==> config.mk <==
export PLATFORM = sky130hd
export DESIGN_NAME = waterfall_scroller_flat
export DESIGN_NICKNAME = d
export VERILOG_FILES = /design/src/rtl/waterfall_scroller_if.sv /design/src/rtl/waterfall_scroller.sv /design/src/flat_wrapper.sv
export SDC_FILE = /design/constraint.sdc
export NUM_CORES = 1
export LEC_CHECK = 0
export CORE_UTILIZATION = 40
export CTS_BUF_LIST = sky130_fd_sc_hd__clkbuf_4 sky130_fd_sc_hd__clkbuf_8
export DETAILED_ROUTE_END_ITERATION = 16
export DONT_BUFFER_PORTS = 1
export PLACE_DENSITY = 0.6
export SYNTH_ARGS = -nofsm -noshare
export SYNTH_HDL_FRONTEND = slang
export SYNTH_SLANG_ARGS = --single-unit
==> constraint.sdc <==
create_clock -name clk -period 17.9 [get_ports clk]
set_input_delay 3.58 -clock clk [delete_from_list [all_inputs] [get_ports clk]]
set_output_delay 3.58 -clock clk [all_outputs]
set_load 0.02 [all_outputs]
==> src/rtl/waterfall_scroller_if.sv <==
// -----------------------------------------------------------------------------
// waterfall_scroller_if
// Bundles the line-source handshake and the frame-RAM write/read port of the
// waterfall frame-buffer controller.
//
//   line_valid  source -> ctrl   source presents a sample
//   line_data   source -> ctrl   sample value, column order 0..H_RES-1
//   line_ready  ctrl -> source   controller takes the sample this cycle
//   ram_addr    ctrl -> RAM      frame-RAM address (read or write)
//   ram_wdata   ctrl -> RAM      frame-RAM write data
//   ram_we      ctrl -> RAM      frame-RAM write enable
//
// Modports: master = controller side, slave = source/RAM side.
// -----------------------------------------------------------------------------
interface waterfall_scroller_if #(
   parameter int DATA_W = 8,
   parameter int ADDR_W = 17
);
   logic              line_valid;
   logic [DATA_W-1:0] line_data;
   logic              line_ready;
   logic [ADDR_W-1:0] ram_addr;
   logic [DATA_W-1:0] ram_wdata;
   logic              ram_we;

   modport master (
      input  line_valid,
      input  line_data,
      output line_ready,
      output ram_addr,
      output ram_wdata,
      output ram_we
   );

   modport slave (
      output line_valid,
      output line_data,
      input  line_ready,
      input  ram_addr,
      input  ram_wdata,
      input  ram_we
   );
endinterface

==> src/rtl/waterfall_scroller.sv <==
// -----------------------------------------------------------------------------
// waterfall_scroller
// Frame-buffer controller for the scrolling waterfall display. After reset it
// zero-fills the frame RAM, then issues registered read addresses during
// active video. Every SCROLL_DIV frames (unless frozen) it moves the ring head
// up by one physical row and accepts one new line of H_RES samples during the
// lower vertical blanking, so the newest line is always shown at y = 0.
//
// Ports:
//   clk          pixel clock, single domain
//   reset        synchronous, active-high
//   visible      active-video pixel strobe from the timing generator
//   lower_blank  high during vertical blanking after the last visible row
//   x, y         current pixel column / row
//   freeze       suppresses scroll steps (frame counting continues)
//   head         physical row currently shown at y = 0
//   clearing     high while the RAM zero-fill runs
//   overrun      sticky: a line load was cut short by the end of blanking
//   bus          line handshake and frame-RAM port (master side)
// -----------------------------------------------------------------------------
module waterfall_scroller #(
   parameter int H_RES      = 320,
   parameter int V_RES      = 240,
   parameter int DATA_W     = 8,
   parameter int SCROLL_DIV = 4,
   parameter int ADDR_W     = $clog2(H_RES*V_RES)
) (
   input  logic                       clk,
   input  logic                       reset,
   input  logic                       visible,
   input  logic                       lower_blank,
   input  logic [$clog2(H_RES)-1:0]   x,
   input  logic [$clog2(V_RES)-1:0]   y,
   input  logic                       freeze,
   output logic [$clog2(V_RES)-1:0]   head,
   output logic                       clearing,
   output logic                       overrun,
   waterfall_scroller_if.master       bus
);

   localparam int YW   = $clog2(V_RES);
   localparam int CW   = $clog2(H_RES + 1);
   localparam int FW   = (SCROLL_DIV > 1) ? $clog2(SCROLL_DIV) : 1;
   localparam int NPIX = H_RES * V_RES;

   localparam logic [ADDR_W-1:0] LP_LAST_A = ADDR_W'(NPIX - 1);
   localparam logic [ADDR_W-1:0] LP_HRES_A = ADDR_W'(H_RES);
   localparam logic [YW:0]       LP_VRES_S = (YW+1)'(V_RES);
   localparam logic [YW-1:0]     LP_VMAX   = YW'(V_RES - 1);
   localparam logic [CW-1:0]     LP_HRES_C = CW'(H_RES);
   localparam logic [CW-1:0]     LP_HLAST  = CW'(H_RES - 1);
   localparam logic [FW-1:0]     LP_FMAX   = FW'(SCROLL_DIV - 1);

   typedef enum logic [1:0] {
      ST_CLEAR,
      ST_VIDEO,
      ST_LOAD,
      ST_WAIT_BLANK
   } state_t;

   // Registered state
   state_t              r_state;
   logic [ADDR_W-1:0]   r_ram_addr;
   logic [DATA_W-1:0]   r_ram_wdata;
   logic                r_ram_we;
   logic                r_line_ready;
   logic [YW-1:0]       r_head;
   logic [FW-1:0]       r_frame;
   logic [CW-1:0]       r_col;
   logic                r_overrun;
   logic                r_clearing;
   logic                r_lb_prev;

   // Next-state values
   state_t              w_state_nxt;
   logic [ADDR_W-1:0]   w_ram_addr_nxt;
   logic [DATA_W-1:0]   w_ram_wdata_nxt;
   logic                w_ram_we_nxt;
   logic                w_line_ready_nxt;
   logic [YW-1:0]       w_head_nxt;
   logic [FW-1:0]       w_frame_nxt;
   logic [CW-1:0]       w_col_nxt;
   logic                w_overrun_nxt;
   logic                w_clearing_nxt;

   // Datapath helpers
   logic [YW:0]         w_row_sum;
   logic [YW:0]         w_row;
   logic [ADDR_W-1:0]   w_rd_addr;
   logic [ADDR_W-1:0]   w_wr_addr;
   logic                w_lb_rise;
   logic                w_line_ready;
   logic                w_hs;

   // Logical row y maps to physical row (y + head) mod V_RES. Both operands
   // are below V_RES, so one conditional subtract replaces the modulo.
   assign w_row_sum = {1'b0, y} + {1'b0, r_head};
   assign w_row     = (w_row_sum >= LP_VRES_S) ? (w_row_sum - LP_VRES_S) : w_row_sum;
   assign w_rd_addr = ADDR_W'(w_row) * LP_HRES_A + ADDR_W'(x);
   assign w_wr_addr = ADDR_W'(r_head) * LP_HRES_A + ADDR_W'(r_col);

   assign w_lb_rise = lower_blank & ~r_lb_prev;

   // The registered enable is gated by lower_blank so ready drops in the very
   // cycle blanking ends; it never looks at line_valid.
   assign w_line_ready = r_line_ready & lower_blank;
   assign w_hs         = bus.line_valid & w_line_ready;

   always_comb begin
      w_state_nxt      = r_state;
      w_ram_addr_nxt   = r_ram_addr;
      w_ram_wdata_nxt  = r_ram_wdata;
      w_ram_we_nxt     = 1'b0;
      w_line_ready_nxt = 1'b0;
      w_head_nxt       = r_head;
      w_frame_nxt      = r_frame;
      w_col_nxt        = r_col;
      w_overrun_nxt    = r_overrun;
      w_clearing_nxt   = 1'b0;

      case (r_state)
         ST_CLEAR: begin
            w_ram_wdata_nxt = '0;
            w_clearing_nxt  = 1'b1;
            // ram_we low means no clear write has been issued yet, so the
            // address register itself serves as the clear counter.
            if (!r_ram_we) begin
               w_ram_addr_nxt = '0;
               w_ram_we_nxt   = 1'b1;
            end else if (r_ram_addr == LP_LAST_A) begin
               w_ram_addr_nxt = '0;
               w_clearing_nxt = 1'b0;
               w_state_nxt    = ST_VIDEO;
            end else begin
               w_ram_addr_nxt = r_ram_addr + ADDR_W'(1);
               w_ram_we_nxt   = 1'b1;
            end
         end

         ST_VIDEO: begin
            w_ram_addr_nxt = visible ? w_rd_addr : '0;
            if (w_lb_rise) begin
               if (r_frame == LP_FMAX) begin
                  w_frame_nxt = '0;
                  if (!freeze) begin
                     // Head moves up one row so the incoming line lands at y=0
                     w_head_nxt  = (r_head == '0) ? LP_VMAX : (r_head - YW'(1));
                     w_col_nxt   = '0;
                     w_state_nxt = ST_LOAD;
                  end
               end else begin
                  w_frame_nxt = r_frame + FW'(1);
               end
            end
         end

         ST_LOAD: begin
            if (w_hs) begin
               w_ram_addr_nxt  = w_wr_addr;
               w_ram_wdata_nxt = bus.line_data;
               w_ram_we_nxt    = 1'b1;
               w_col_nxt       = r_col + CW'(1);
            end
            if (w_hs && (r_col == LP_HLAST)) begin
               w_state_nxt = ST_WAIT_BLANK;
            end else if (!lower_blank) begin
               // Blanking ended with columns missing; they keep stale data
               w_overrun_nxt = 1'b1;
               w_state_nxt   = ST_VIDEO;
            end else begin
               w_line_ready_nxt = (w_col_nxt < LP_HRES_C);
            end
         end

         ST_WAIT_BLANK: begin
            w_ram_addr_nxt = '0;
            if (!lower_blank) begin
               w_state_nxt = ST_VIDEO;
            end
         end

         default: begin
            w_state_nxt    = ST_CLEAR;
            w_clearing_nxt = 1'b1;
         end
      endcase
   end

   always_ff @(posedge clk) begin
      if (reset) begin
         r_state      <= ST_CLEAR;
         r_ram_addr   <= '0;
         r_ram_wdata  <= '0;
         r_ram_we     <= 1'b0;
         r_line_ready <= 1'b0;
         r_head       <= '0;
         r_frame      <= '0;
         r_col        <= '0;
         r_overrun    <= 1'b0;
         r_clearing   <= 1'b1;
         r_lb_prev    <= 1'b0;
      end else begin
         r_state      <= w_state_nxt;
         r_ram_addr   <= w_ram_addr_nxt;
         r_ram_wdata  <= w_ram_wdata_nxt;
         r_ram_we     <= w_ram_we_nxt;
         r_line_ready <= w_line_ready_nxt;
         r_head       <= w_head_nxt;
         r_frame      <= w_frame_nxt;
         r_col        <= w_col_nxt;
         r_overrun    <= w_overrun_nxt;
         r_clearing   <= w_clearing_nxt;
         r_lb_prev    <= lower_blank;
      end
   end

   assign head           = r_head;
   assign clearing       = r_clearing;
   assign overrun        = r_overrun;
   assign bus.line_ready = w_line_ready;
   assign bus.ram_addr   = r_ram_addr;
   assign bus.ram_wdata  = r_ram_wdata;
   assign bus.ram_we     = r_ram_we;

endmodule

==> src/flat_wrapper.sv <==
// flat-port wrapper written by rule: the top's interface ports become plain ports
module waterfall_scroller_flat 
#(
   parameter int H_RES      = 320,
   parameter int V_RES      = 240,
   parameter int DATA_W     = 8,
   parameter int SCROLL_DIV = 4,
   parameter int ADDR_W     = $clog2(H_RES*V_RES)
)
  (clk, reset, visible, lower_blank, x, y, freeze, head, clearing, overrun, bus_line_valid, bus_line_data, bus_line_ready, bus_ram_addr, bus_ram_wdata, bus_ram_we);
  waterfall_scroller_if #(.DATA_W(DATA_W), .ADDR_W(ADDR_W)) bus_i ();
  input  logic clk;
  input  logic reset;
  input  logic visible;
  input  logic lower_blank;
  input  logic [$clog2(H_RES)-1:0] x;
  input  logic [$clog2(V_RES)-1:0] y;
  input  logic freeze;
  output logic [$clog2(V_RES)-1:0] head;
  output logic clearing;
  output logic overrun;
  input wire logic [$bits(bus_i.line_valid)-1:0] bus_line_valid;
  input wire logic [$bits(bus_i.line_data)-1:0] bus_line_data;
  output wire logic [$bits(bus_i.line_ready)-1:0] bus_line_ready;
  output wire logic [$bits(bus_i.ram_addr)-1:0] bus_ram_addr;
  output wire logic [$bits(bus_i.ram_wdata)-1:0] bus_ram_wdata;
  output wire logic [$bits(bus_i.ram_we)-1:0] bus_ram_we;
  assign bus_i.line_valid = bus_line_valid;
  assign bus_i.line_data = bus_line_data;
  assign bus_line_ready = bus_i.line_ready;
  assign bus_ram_addr = bus_i.ram_addr;
  assign bus_ram_wdata = bus_i.ram_wdata;
  assign bus_ram_we = bus_i.ram_we;
  waterfall_scroller #(.H_RES(H_RES), .V_RES(V_RES), .DATA_W(DATA_W), .SCROLL_DIV(SCROLL_DIV), .ADDR_W(ADDR_W)) u_core (.clk(clk), .reset(reset), .visible(visible), .lower_blank(lower_blank), .x(x), .y(y), .freeze(freeze), .head(head), .clearing(clearing), .overrun(overrun), .bus(bus_i));
endmodule
==> metrics <==
Max Cap Viol 0; CTS tree done; Final TNS setup 0 ns; Inst Count DP 655; hold_buf cts 0; GP Congestion 0.8627; post-route antenna net violation count 0; clk buf depth 2; Synth Flop Type dfxtp_1; H-tree levels 2; Final nets 606; Post-Syn Area per Cell 7.952 um2; register area share after synthesis 23.91%; Slew HR 31.23%; vias in the first global route 3646; CP dominant cell by count ha_1; RR Startpoint u_core.head[0]$_SDFFE_PP0P_; worst hold path class reg -> reg; Post-Syn Area 0.004270 mm2; Synth cell types 60; final hold violation count 0; drt pass-1 iters 4; startpoint class of the critical path input pin; CTS Buf Count 5; Hold Path Origin u_core.r_frame[1]$_SDFFE_PP0P_; post-CTS sizing 0; clock power share 24.9%; Core ar. 0.01032 mm2; Sequential Area 0.001021 mm2; status completed; Clock transition at path regs 0.10 ns; Net Sw Frac 37.80%; Reg-to-Reg End u_core.bus.ram_addr[16]$_SDFFE_PP0P_; height of the die 105.3 um; CP cell instances ha_1 -> fa_1 -> a21oi_1 -> o21bai_1 -> xor2_1 -> ha_1 -> and3b_1 -> nor3b_1 -> or3_1 -> a21oi_1 -> o21ai_0 -> mux2i_1 -> inv_1 -> ha_1 -> ha_1 -> a211oi_1 -> nor2_1 -> xnor2_1 -> or4_1 -> or4b_1 -> nand4_1 -> o32ai_2 -> xnor2_1 -> a22o_1; pwr/cell area 75.50 mW/mm2; port bufs 0; crit-path max cell delay 0.61 ns; RSZ-0062 raised after global routing no; Setup crit end kind flop; sum of buffers and inverters on the critical path 1; FMAX 104.7 MHz; Slowest cell on crit path or4_1; hpwl dp 8114 um; layout cell share with drive strength beyond 1 4.175%; Combinational Power Share 32.8%; number of enable flip-flop cells after synthesis 0; Final Slew Violations 0; reg2reg path depth 24; post-synthesis net count 617; Post-Synthesis Cells 537; maximum number of pins on one net before global-route repair 52; post-synthesis register bit count 51; Worst Max-Slew Pin Slew 1.028 ns; Worst Clk Skew 0.01183 ns; GRT overflow 0; Synth async-reset ratio 0%; antenna violations before repair 0; required time worst endpoint 18.11 ns; # fillers 1023; # setup viols final 0; LEAKAGE 1.751 nW; Post-CTS Repair Setup Buffers 0; first-pass GRT wire length 17970 um; average routed wire per standard cell 16.23 um; Via density 5.873; hold path cells 2; final WL 10760 um; flop2flop setup slack 11.02 ns; maximum VDD drop 49.93 uV; internal power 211.6 uW; Data arrival, critical path 9.77 ns; initial DRC count 235; NetSw 128.6 uW; final worst path period need 9.554 ns; initial core utilization 41.36%; Row Count 37; clock sink count 51; Hold Path Sink u_core.r_frame[1]$_SDFFE_PP0P_; clk_lat worst skew 0.31 ns; number of synthesis warnings 0; DR DRC count 0; Final Cycle Share 53.37%; area grow syn2layout 5.538%; antenna fix cells 0; Root Buffer clkbuf_8; I/O pin total 68; Top delay family on crit path simple AND/OR/NAND/NOR gates; crit path kind in -> reg; die area 0.01109 mm2; CP Max Fanout 5; aggregate global-route resource usage 19.77%; DR vias 3894; Multi-input gate area 0.003112 mm2; Reg power frac 42.2%; Die Wd 105.3 um; Final Non-Filler Cells 663
worst max-delay path by stage:
stage	slack [ns]	from	depth (start not counted)	endpoint
3_5_place_dp	8.05	y[0]	23	u_core.bus.ram_addr[16]$_SDFFE_PP0P_
4_1_cts	8.38	y[0]	23	u_core.bus.ram_addr[16]$_SDFFE_PP0P_
5_1_grt	7.81	y[0]	24	u_core.bus.ram_addr[16]$_SDFFE_PP0P_
3_3_place_gp	8.19	y[0]	23	u_core.bus.ram_addr[16]$_SDFFE_PP0P_
2_1_floorplan	8.48	y[0]	24	u_core.bus.ram_addr[16]$_SDFFE_PP0P_
6_report	8.35	y[0]	24	u_core.bus.ram_addr[16]$_SDFFE_PP0P_
power groups by stage:
| stage | clock [mW] | sequential, mW | combinational, mW |
|---|---|---|---|
| 6_report | 0.0848 | 0.144 | 0.112 |
| 5_1_grt | 0.0913 | 0.145 | 0.125 |
| 4_1_cts | 0.0867 | 0.144 | 0.111 |
| 3_5_place_dp | 0 | 0.146 | 0.110 |
| 3_3_place_gp | 0 | 0.146 | 0.109 |
| 2_1_floorplan | 0 | 0.142 | 0.0891 |
registers in the layout, summed over array words and instances, names as in the netlist:
| register | flops |
|---|---|
| u_core.clearing | 1 |
| u_core.bus.ram_wdata | 8 |
| u_core.r_state | 2 |
| u_core.bus.ram_addr | 17 |
| u_core.r_col | 9 |
| u_core.overrun | 1 |
| u_core.r_frame | 2 |
| u_core.r_line_ready | 1 |
| u_core.bus.ram_we | 1 |
| u_core.r_lb_prev | 1 |
| u_core.head | 8 |
cell families (layout without fill, tap and decap cells):
| logic type | count (synthesis) | in the layout | share of synthesized area (%) |
|---|---|---|---|
| compound gates | 142 | 142 | 22.82 |
| xor+xnor | 48 | 48 | 9.845 |
| fa+ha+maj | 50 | 50 | 15.47 |
| buf+inv | 38 | 28 | 3.369 |
| flops | 51 | 51 | 23.91 |
| mux | 4 | 4 | 0.9376 |
| simple gates | 204 | 204 | 23.65 |
placed cells by master (no fill, tap or decap), types with 5 or more instances in the layout:
master / count
a22oi_1: 17
o21ai_0: 27
nand2b_1: 5
nor2_1: 71
xnor2_1: 22
a211oi_1: 10
and3_1: 6
inv_1: 17
a221o_1: 6
nand2_1: 31
ha_1: 44
nand3_1: 20
nor4_1: 5
nand4_1: 5
a21oi_1: 32
nor3_1: 23
nor3b_1: 5
clkbuf_8: 6
a21o_1: 10
xor2_1: 26
dfxtp_1: 51
fa_1: 5
nor2b_1: 7
layout make-up:
type / count / share of cell area, %
multi-input cells: 448 / 69.04
flip-flops and latches: 51 / 22.65
well taps: 136 / 3.776
clock buffers: 6 / 1.832
inverters: 17 / 1.416
clock inverters: 2 / 0.7773
repair buffers: 3 / 0.4997
cell usage after synthesis, types with 7 or more instances:
cell	count	share of area, %
nand3_1	20	2.3
nor2_1	71	6.2
nand2_1	31	2.7
xnor2_1	22	4.5
o21ai_0	27	3.2
a21o_1	10	1.8
nor3_1	23	2.7
nor2b_1	7	1.0
xor2_1	26	5.3
clkbuf_1	20	1.8
inv_1	17	1.5
ha_1	44	13
a211oi_1	10	1.8
dfxtp_1	51	24
a22oi_1	17	3.0
a21oi_1	32	3.8
stage by stage:
step | util, % | hold slack (ns) | total power, mW | instance area, um2 | setup slack (ns)
after floorplan | - | 0.4646 | 0.2316 | 4270 | 8.481
final | 43.66 | 0.5161 | 0.3403 | 4507 | 8.346
after global routing | 43.66 | 0.5432 | 0.3621 | 4507 | 7.806
after global placement | 42.52 | 0.4782 | 0.2549 | 4389 | 8.191
after CTS | 43.66 | 0.5223 | 0.3415 | 4507 | 8.377
after detailed placement | 42.52 | 0.4985 | 0.2568 | 4389 | 8.053
layer usage:
metal	routed length, um	GRT usage [%]	vias to the layer above
met5	0	0	-
met4	277	6.942	0
met3	611	4.391	15
met2	4666	30.26	113
met1	5205	27.12	1810
li1	-	-	1956
worst register-to-register path, delay by kind of cell, from the launching register on:
kind	cells	cell delay (ns)
compound gates	7	1.52
fa+ha+maj	5	1.68
xor+xnor	3	0.61
buf+inv	1	0.08
mux	1	0.37
simple gates	7	2.03
flops	1	0.50
Power figures use the tool's default switching activity.
